File: src/rtl/l1c_arb_pkg.sv
// l1c_arb_pkg: shared state/owner types and line geometry constants for the L1 memory arbiter
package l1c_arb_pkg;
  typedef enum logic [1:0] {S_IDLE = 2'd0, S_BUSY = 2'd1, S_DONE = 2'd2} state_e;
  typedef enum logic {OWN_D = 1'b0, OWN_I = 1'b1} owner_e;
  localparam int BEAT_BITS = 2;
  localparam int LINE_OFS_BITS = 4;
endpackage

File: src/rtl/l1c_arb_pick.sv
// l1c_arb_pick: chooses the next owner from the two cache requests
// Ports: d_req_i/i_req_i pending requests, last_owner_i most recently served, owner_o winner.
// Config: ARB_RR_EN makes ties alternate; otherwise D always wins a tie.
module l1c_arb_pick
  import l1c_arb_pkg::*;
(
  input  logic   d_req_i,
  input  logic   i_req_i,
  input  owner_e last_owner_i,
  output owner_e owner_o
);
  owner_e solo;
  // With no request the result is never latched, so last_owner_i is a harmless filler.
  assign solo = d_req_i ? OWN_D : (i_req_i ? OWN_I : last_owner_i);
`ifdef ARB_RR_EN
  assign owner_o = (d_req_i && i_req_i) ? owner_e'(~last_owner_i) : solo;
`else
  assign owner_o = solo;
`endif
endmodule

File: src/rtl/l1c_mem_arbiter.sv
// l1c_mem_arbiter: shares one memory port between D-cache (refill/write-through) and I-cache (refill)
// Ports: clk_i, rst_ni (async active-low); d_* D-cache request/response; i_* I-cache request/response;
//        mem_* memory request (out) and response (mem_rdata_i, mem_wait_i).
// Config: define ARB_RR_EN for round-robin tie-breaking (adds the last_owner register).
module l1c_mem_arbiter
  import l1c_arb_pkg::*;
#(
  parameter int BURST_LEN = 4,
  parameter int ADDR_BITS = 32
) (
  input  logic                 clk_i,
  input  logic                 rst_ni,
  input  logic                 d_req_i,
  input  logic                 d_write_i,
  input  logic [ADDR_BITS-1:0] d_addr_i,
  input  logic [31:0]          d_wdata_i,
  input  logic [3:0]           d_wstrb_i,
  output logic [31:0]          d_rdata_o,
  output logic                 d_wait_o,
  input  logic                 i_req_i,
  input  logic [ADDR_BITS-1:0] i_addr_i,
  output logic [31:0]          i_rdata_o,
  output logic                 i_wait_o,
  output logic                 mem_req_o,
  output logic                 mem_write_o,
  output logic [ADDR_BITS-1:0] mem_addr_o,
  output logic [31:0]          mem_wdata_o,
  output logic [3:0]           mem_wstrb_o,
  input  logic [31:0]          mem_rdata_i,
  input  logic                 mem_wait_i
);
  state_e                 state_q, state_d;
  owner_e                 owner_q, pick, last_owner;
  logic                   write_q;
  logic [ADDR_BITS-1:0]   addr_q;
  logic [31:0]            wdata_q;
  logic [3:0]             wstrb_q;
  logic [BEAT_BITS-1:0]   beat_q;
  logic                   busy, start, last_beat, d_own, i_own;
  assign busy      = state_q == S_BUSY;
  assign start     = (state_q == S_IDLE) && (d_req_i || i_req_i);
  assign last_beat = busy && !mem_wait_i && (write_q || beat_q == BEAT_BITS'(BURST_LEN - 1));
`ifdef ARB_RR_EN
  owner_e last_owner_q;
  always_ff @(posedge clk_i or negedge rst_ni)
    if (!rst_ni) last_owner_q <= OWN_I;
    else if (last_beat) last_owner_q <= owner_q;
  assign last_owner = last_owner_q;
`else
  assign last_owner = OWN_I;
`endif
  l1c_arb_pick u_pick (
    .d_req_i      (d_req_i),
    .i_req_i      (i_req_i),
    .last_owner_i (last_owner),
    .owner_o      (pick)
  );
  always_ff @(posedge clk_i or negedge rst_ni)
    if (!rst_ni) state_q <= S_IDLE;
    else state_q <= state_d;
  // DONE always falls back to IDLE, so a held request is arbitrated afresh.
  always_comb state_d = busy ? (last_beat ? S_DONE : S_BUSY) : (start ? S_BUSY : S_IDLE);
  always_ff @(posedge clk_i or negedge rst_ni)
    if (!rst_ni) begin
      owner_q <= OWN_D;
      write_q <= 1'b0;
      addr_q  <= '0;
      wdata_q <= '0;
      wstrb_q <= '0;
      beat_q  <= '0;
    end else begin
      if (start) begin
        owner_q <= pick;
        write_q <= (pick == OWN_D) && d_write_i;
        addr_q  <= (pick == OWN_D) ? d_addr_i : i_addr_i;
        wdata_q <= d_wdata_i;
        wstrb_q <= d_wstrb_i;
      end
      if (busy && !mem_wait_i) beat_q <= last_beat ? '0 : beat_q + 1'b1;
    end
  always_comb begin
    d_own       = busy && owner_q == OWN_D;
    i_own       = busy && owner_q == OWN_I;
    mem_req_o   = busy;
    mem_write_o = busy && write_q;
    mem_addr_o  = write_q ? addr_q : {addr_q[ADDR_BITS-1:LINE_OFS_BITS], beat_q, 2'b00};
    mem_wdata_o = wdata_q;
    mem_wstrb_o = wstrb_q;
    d_rdata_o   = d_own ? mem_rdata_i : '0;
    d_wait_o    = d_own ? mem_wait_i : 1'b1;
    i_rdata_o   = i_own ? mem_rdata_i : '0;
    i_wait_o    = i_own ? mem_wait_i : 1'b1;
  end
endmodule

File: config.mk
export PLATFORM = sky130hd
export DESIGN_NAME = l1c_mem_arbiter
export DESIGN_NICKNAME = d
export VERILOG_FILES = /design/src/rtl/l1c_arb_pkg.sv /design/src/rtl/l1c_arb_pick.sv /design/src/rtl/l1c_mem_arbiter.sv
export SDC_FILE = /design/constraint.sdc
export NUM_CORES = 1
export LEC_CHECK = 0
export CORE_MARGIN = 3
export CORE_UTILIZATION = 30
export CTS_BUF_LIST = sky130_fd_sc_hd__clkbuf_4 sky130_fd_sc_hd__clkbuf_8 sky130_fd_sc_hd__clkbuf_16
export CTS_CLUSTER_SIZE = 28
export DETAILED_ROUTE_END_ITERATION = 16
export GPL_ROUTABILITY_DRIVEN = 0
export PLACE_DENSITY = 0.73
export SLEW_MARGIN = 0
export SYNTH_ARGS = -nofsm -noshare
export SYNTH_HDL_FRONTEND = slang
export SYNTH_HIERARCHICAL = 1
export SYNTH_SLANG_ARGS = --single-unit
File: constraint.sdc
create_clock -name clk_i -period 1.6 [get_ports clk_i]
set_clock_uncertainty 0.05 [all_clocks]
set_input_delay 0.24 -clock clk_i [delete_from_list [all_inputs] [get_ports clk_i]]
set_output_delay 0.24 -clock clk_i [all_outputs]
set_load 0.02 [all_outputs]
Word-level counts from Yosys, hierarchy flattened
Cells that the tools add are included.

cells by class
  add/sub/neg operators = 1
  $mul = 0
  div/mod/pow operators = 0
  $lt $le $gt $ge = 0
  equal/unequal tests = 2
  shifts and indexed selects = 0
  multiplexer cells = 11
  bitwise operators = 1
  reductions and logical operators = 11

operator list
  cell                   number
  $mux W32               3
  $logic_and A1 B1 Y1    7
  $mux W2                3
  $mux W1                4
  $mux W4                1
  $add A2 B1 Y2 const B  1
  $eq A2 B1 Y1 const B   1
  $eq A2 B2 Y1 const B   1
  $logic_not A2 Y1       1
  $logic_or A1 B1 Y1     2
  $logic_not A1 Y1       1
  $not A1 Y1             1

word-level totals
  register bits = 74
  bits in latches = 0
  bits in writable memories = 0
  memory bits (read-only) = 0
  input port bits = 138
  output and inout port bits = 136
  word-level logic and storage cells = 33
  memories = 0

Logic depth before layout (Yosys ltp)
  word-level depth = 5
  mapped depth = 5
  gate-level depth less buffers = 4

By module
The synthesis kept the hierarchy.

modules (own cells, without submodules)
  module           instances  cells each  area an instance (sq um)  sequential area each (sq um)
  l1c_mem_arbiter  1          314         3915.0                    1851.8
  l1c_arb_pick     1          1           10.0                      0.0

Least setup slack after synthesis
Ideal clock, no wire load.

  path type = reg-to-output
  start point = register state_q[1]
  end point = output port i_rdata_o[15]
  arrival time = 1.353 ns
  data required time = 1.310 ns
  setup slack = -0.043 ns
  stages on the path, launching flop included = 4
  path buffers = 1
  path through = dfrtp_1 and2b_4 clkbuf_1 and3_1

between the ends
  word-level cells in the longest chain between the ends = 3

ends and longest elaborated chain
  item                    RTL line               text
  from (decl)             l1c_mem_arbiter.sv:32  state_e state_q, state_d;
  from (signal assigned)  l1c_mem_arbiter.sv:60  else state_q <= state_d;
  $eq A2 B1 Y1            l1c_mem_arbiter.sv:40  assign busy = state_q == S_BUSY;
  net mem_req_o           l1c_mem_arbiter.sv:24  output logic mem_req_o,
  $logic_and A1 B1 Y1     l1c_mem_arbiter.sv:83  i_own = busy && owner_q == OWN_I;
  $mux W32                l1c_mem_arbiter.sv:91  i_rdata_o = i_own ? mem_rdata_i : '0;
  to (decl)               l1c_mem_arbiter.sv:22  output logic [31:0] i_rdata_o,

The timed path passes the listed nets, and every way through them passes these cells.

Worst setup path in the final report
  start point = register state_q[1]
  end point = output port d_rdata_o[7]

between the ends
  word-level cells in the longest chain between the ends = 3

ends and longest elaborated chain
  item                 RTL line               text
  $eq A2 B1 Y1         l1c_mem_arbiter.sv:40
  $logic_and A1 B1 Y1  l1c_mem_arbiter.sv:82  d_own = busy && owner_q == OWN_D;
  $mux W32             l1c_mem_arbiter.sv:89  d_rdata_o = d_own ? mem_rdata_i : '0;
  to (decl)            l1c_mem_arbiter.sv:18  output logic [31:0] d_rdata_o,

Every way passes these cells.

==> results.json <==
{
  "multi_input_area_um2": 2100,
  "cts_buffers": 9,
  "synthTopCellsByArea": "dfrtp_1 47%, mux2_2 28%, and2_1 5.6%, buf_4 5.4%, and3_1 5.1%",
  "io_pins": 274,
  "grt_max_degree": 44,
  "synth_top_cell_area_share": 0.472,
  "crit_slowest_cell": "dfrtp_1",
  "fmax_ghz": 0.537,
  "die-area_um2": 14500,
  "cp_max_fo": 11,
  "rsz0062_at_grt": "true",
  "dr.pass1.iters": 4,
  "finalSetupViolCount": 135,
  "yosysSeqAreaShare": 0.472,
  "drtIter0Drc": 94,
  "synth-seq-cells": 74,
  "peakVddDrop_uv": 1140,
  "holdCritPathClass": "in -> async",
  "synthFlopType": "dfrtp_1",
  "syn_area_per_cell_um2": 12.5,
  "fin_crit_sh": 1.16,
  "synth_most_common_cell": "mux2_2",
  "via_count": 3514,
  "critPathLaunchType": "flop",
  "rrSetupSlack_ns": -0.05,
  "p_leak_nw": 4.07,
  "layout.nets": 732,
  "tns_ns": -16.96,
  "syn_inst": 315,
  "die_x_um": 120,
  "avgViaCountPerCell": 4.56,
  "num_antenna_cells": 0,
  "clk_pin_slew_ns": 0.06,
  "hpwl_mm": 9.73,
  "grt_util_all_layers": 0.172,
  "clk_latency_ns": 0.32,
  "postLayoutCellArea_um2": 8060,
  "final-max-slew-violation-count": 0,
  "p_total_mw": 15.8,
  "post-route-drc-count": 0,
  "globalRoute.totalOverflow": 0,
  "outcome": "finished with violations",
  "htreeDepth": 3,
  "wire_per_inst_um": 19.6,
  "drive_gt1_frac": 0.455,
  "fp.dieH_um": 120,
  "final_hold_viol_count": 0,
  "grt_pass1_wl_mm": 19.8,
  "coreArea_um2": 12700,
  "synth_fp_nets": 454,
  "crit_path_end_kind": "output port",
  "synth.largest_area_cell": "dfrtp_1",
  "synthArstFlopShare": 1.00,
  "place_area_um2": 6740,
  "row_count": 41,
  "fin_crit_ns": 1.86,
  "path_cells": "and2b_4, and2b_4, buf_12, and2_1, buf_6",
  "cts_tree": "done",
  "cts.sinks": 74,
  "grt_antenna_before_repair": 0,
  "violations": "negative setup slack",
  "worst_path_largest_cell_delay_ns": 0.37,
  "synthTopCellsByCount": "98 x mux2_2, 74 x dfrtp_1, 35 x and2_1, 32 x and3_1, 28 x buf_4",
  "synth_edf_count": 0,
  "seq_area_um2": 1850,
  "clockBufferDepth": 2,
  "yosysUniqueCellTypes": 23,
  "cp.arrival_ns": 1.57,
  "finalWorstSetupSlack_ns": -0.262,
  "cts_root_buf": "clkbuf_16",
  "dp_slack_ns": -0.425,
  "crit_path_frequent_cell": "and2b_4",
  "wirelength_mm": 15.1,
  "syn_area_um2": 3930,
  "cp.required_ns": 1.31,
  "start_util": 0.309,
  "crit_type": "reg -> out",
  "fill_cells": 969,
  "grt_pass1_vias": 3703,
  "yosys_warnings": 6,
  "syn_to_final_growth_pct": 105,
  "drv_cap": 0,
  "port_buffers": 273,
  "ant_nets": 0,
  "power_density_nw_per_um2": 1970
}
cell usage in the layout (no fill, tap or decap), types with 3 or more instances in the layout:
cell | synthesis | final
nand2_1 | 5 | 5
mux2_2 | 98 | 33
clkbuf_16 | 0 | 18
buf_12 | 0 | 9
dlymetal6s2s_1 | 0 | 42
and2_2 | 0 | 3
buf_16 | 0 | 4
mux2_4 | 0 | 71
and2_1 | 35 | 8
dlygate4sd2_1 | 0 | 13
buf_4 | 28 | 28
and3_1 | 32 | 28
clkdlybuf4s50_1 | 0 | 145
nor2_1 | 3 | 3
buf_2 | 4 | 5
and2_4 | 0 | 24
dfrtp_1 | 74 | 73
buf_6 | 7 | 57
and3_4 | 0 | 4
area by class of cell:
| cell class | count | area share |
|---|---|---|
| tap | 172 | 0.0267 |
| multi-input combinational | 193 | 0.261 |
| sequential | 74 | 0.230 |
| clock buffer | 12 | 0.0323 |
| clock inverter | 4 | 0.00916 |
| timing repair buffer | 315 | 0.441 |
power breakdown:
part	internal, mW	leakage [nW]	switching (mW)
Sequential	2.84	0.870	0.534
Combinational	5.79	3.03	4.43
Clock	1.47	0.166	0.780
timing repair:
action                     CTS  global route
buffers inserted             7             2
hold buffers                 1             0
setup endpoints to repair  154           174
gates cloned                 5            12
gates resized for setup    426           153
pin swaps                    3            19
hold endpoints to repair    31             0
stage by stage:
stage               std cells  utilization  hold WS (ns)
floorplan                 315            -        -0.106
global placement          729        0.530         0.151
detailed placement        729        0.530         0.163
CTS                       758        0.577         0.350
global route              770        0.634         0.373
finish                    770        0.634         0.348
flip-flops by register name (all words and copies together) (netlist names):
register and flops:
owner_q 1, write_q 1, beat_q 2, mem_wdata_o 32, state_q 2, addr_q 32
mem_wstrb_o 4
critical path, delay by kind of cell (launching register included):
kind                   cells  cell delay (ns)
and+or+nand+nor            3             0.63
buffers and inverters      2             0.26
DFF                        1             0.37
metal layers:
layer  part of all wire  track usage  wire length [um]
met5                  0            0                 0
met4             0.0063       0.0361                95
met3              0.087       0.0669              1310
met2               0.54        0.329              8170
met1               0.36        0.177              5490
cells by family after synthesis:
family | after synthesis | share of synthesized area
buf+inv | 48 | 0.0873
simple gates | 84 | 0.133
fa+ha+maj | 1 | 0.00319
mux | 104 | 0.298
compound gates | 3 | 0.00510
flops | 74 | 0.472
other cells | 1 | 0.000955
worst paths after layout:
check,end,startpoint,cells after the start
worst max register to register,write_q,state_q[0],5
max in group asynchronous,mem_wdata_o[4],rst_ni,3
worst max-delay path,d_rdata_o[7],state_q[1],5
worst min-delay path,mem_wdata_o[7],rst_ni,2
worst min register to register,mem_wdata_o[8],mem_wdata_o[8],1
min in group clk_i,mem_wdata_o[8],mem_wdata_o[8],1
No activity file was read; power rests on OpenSTA's default activity.
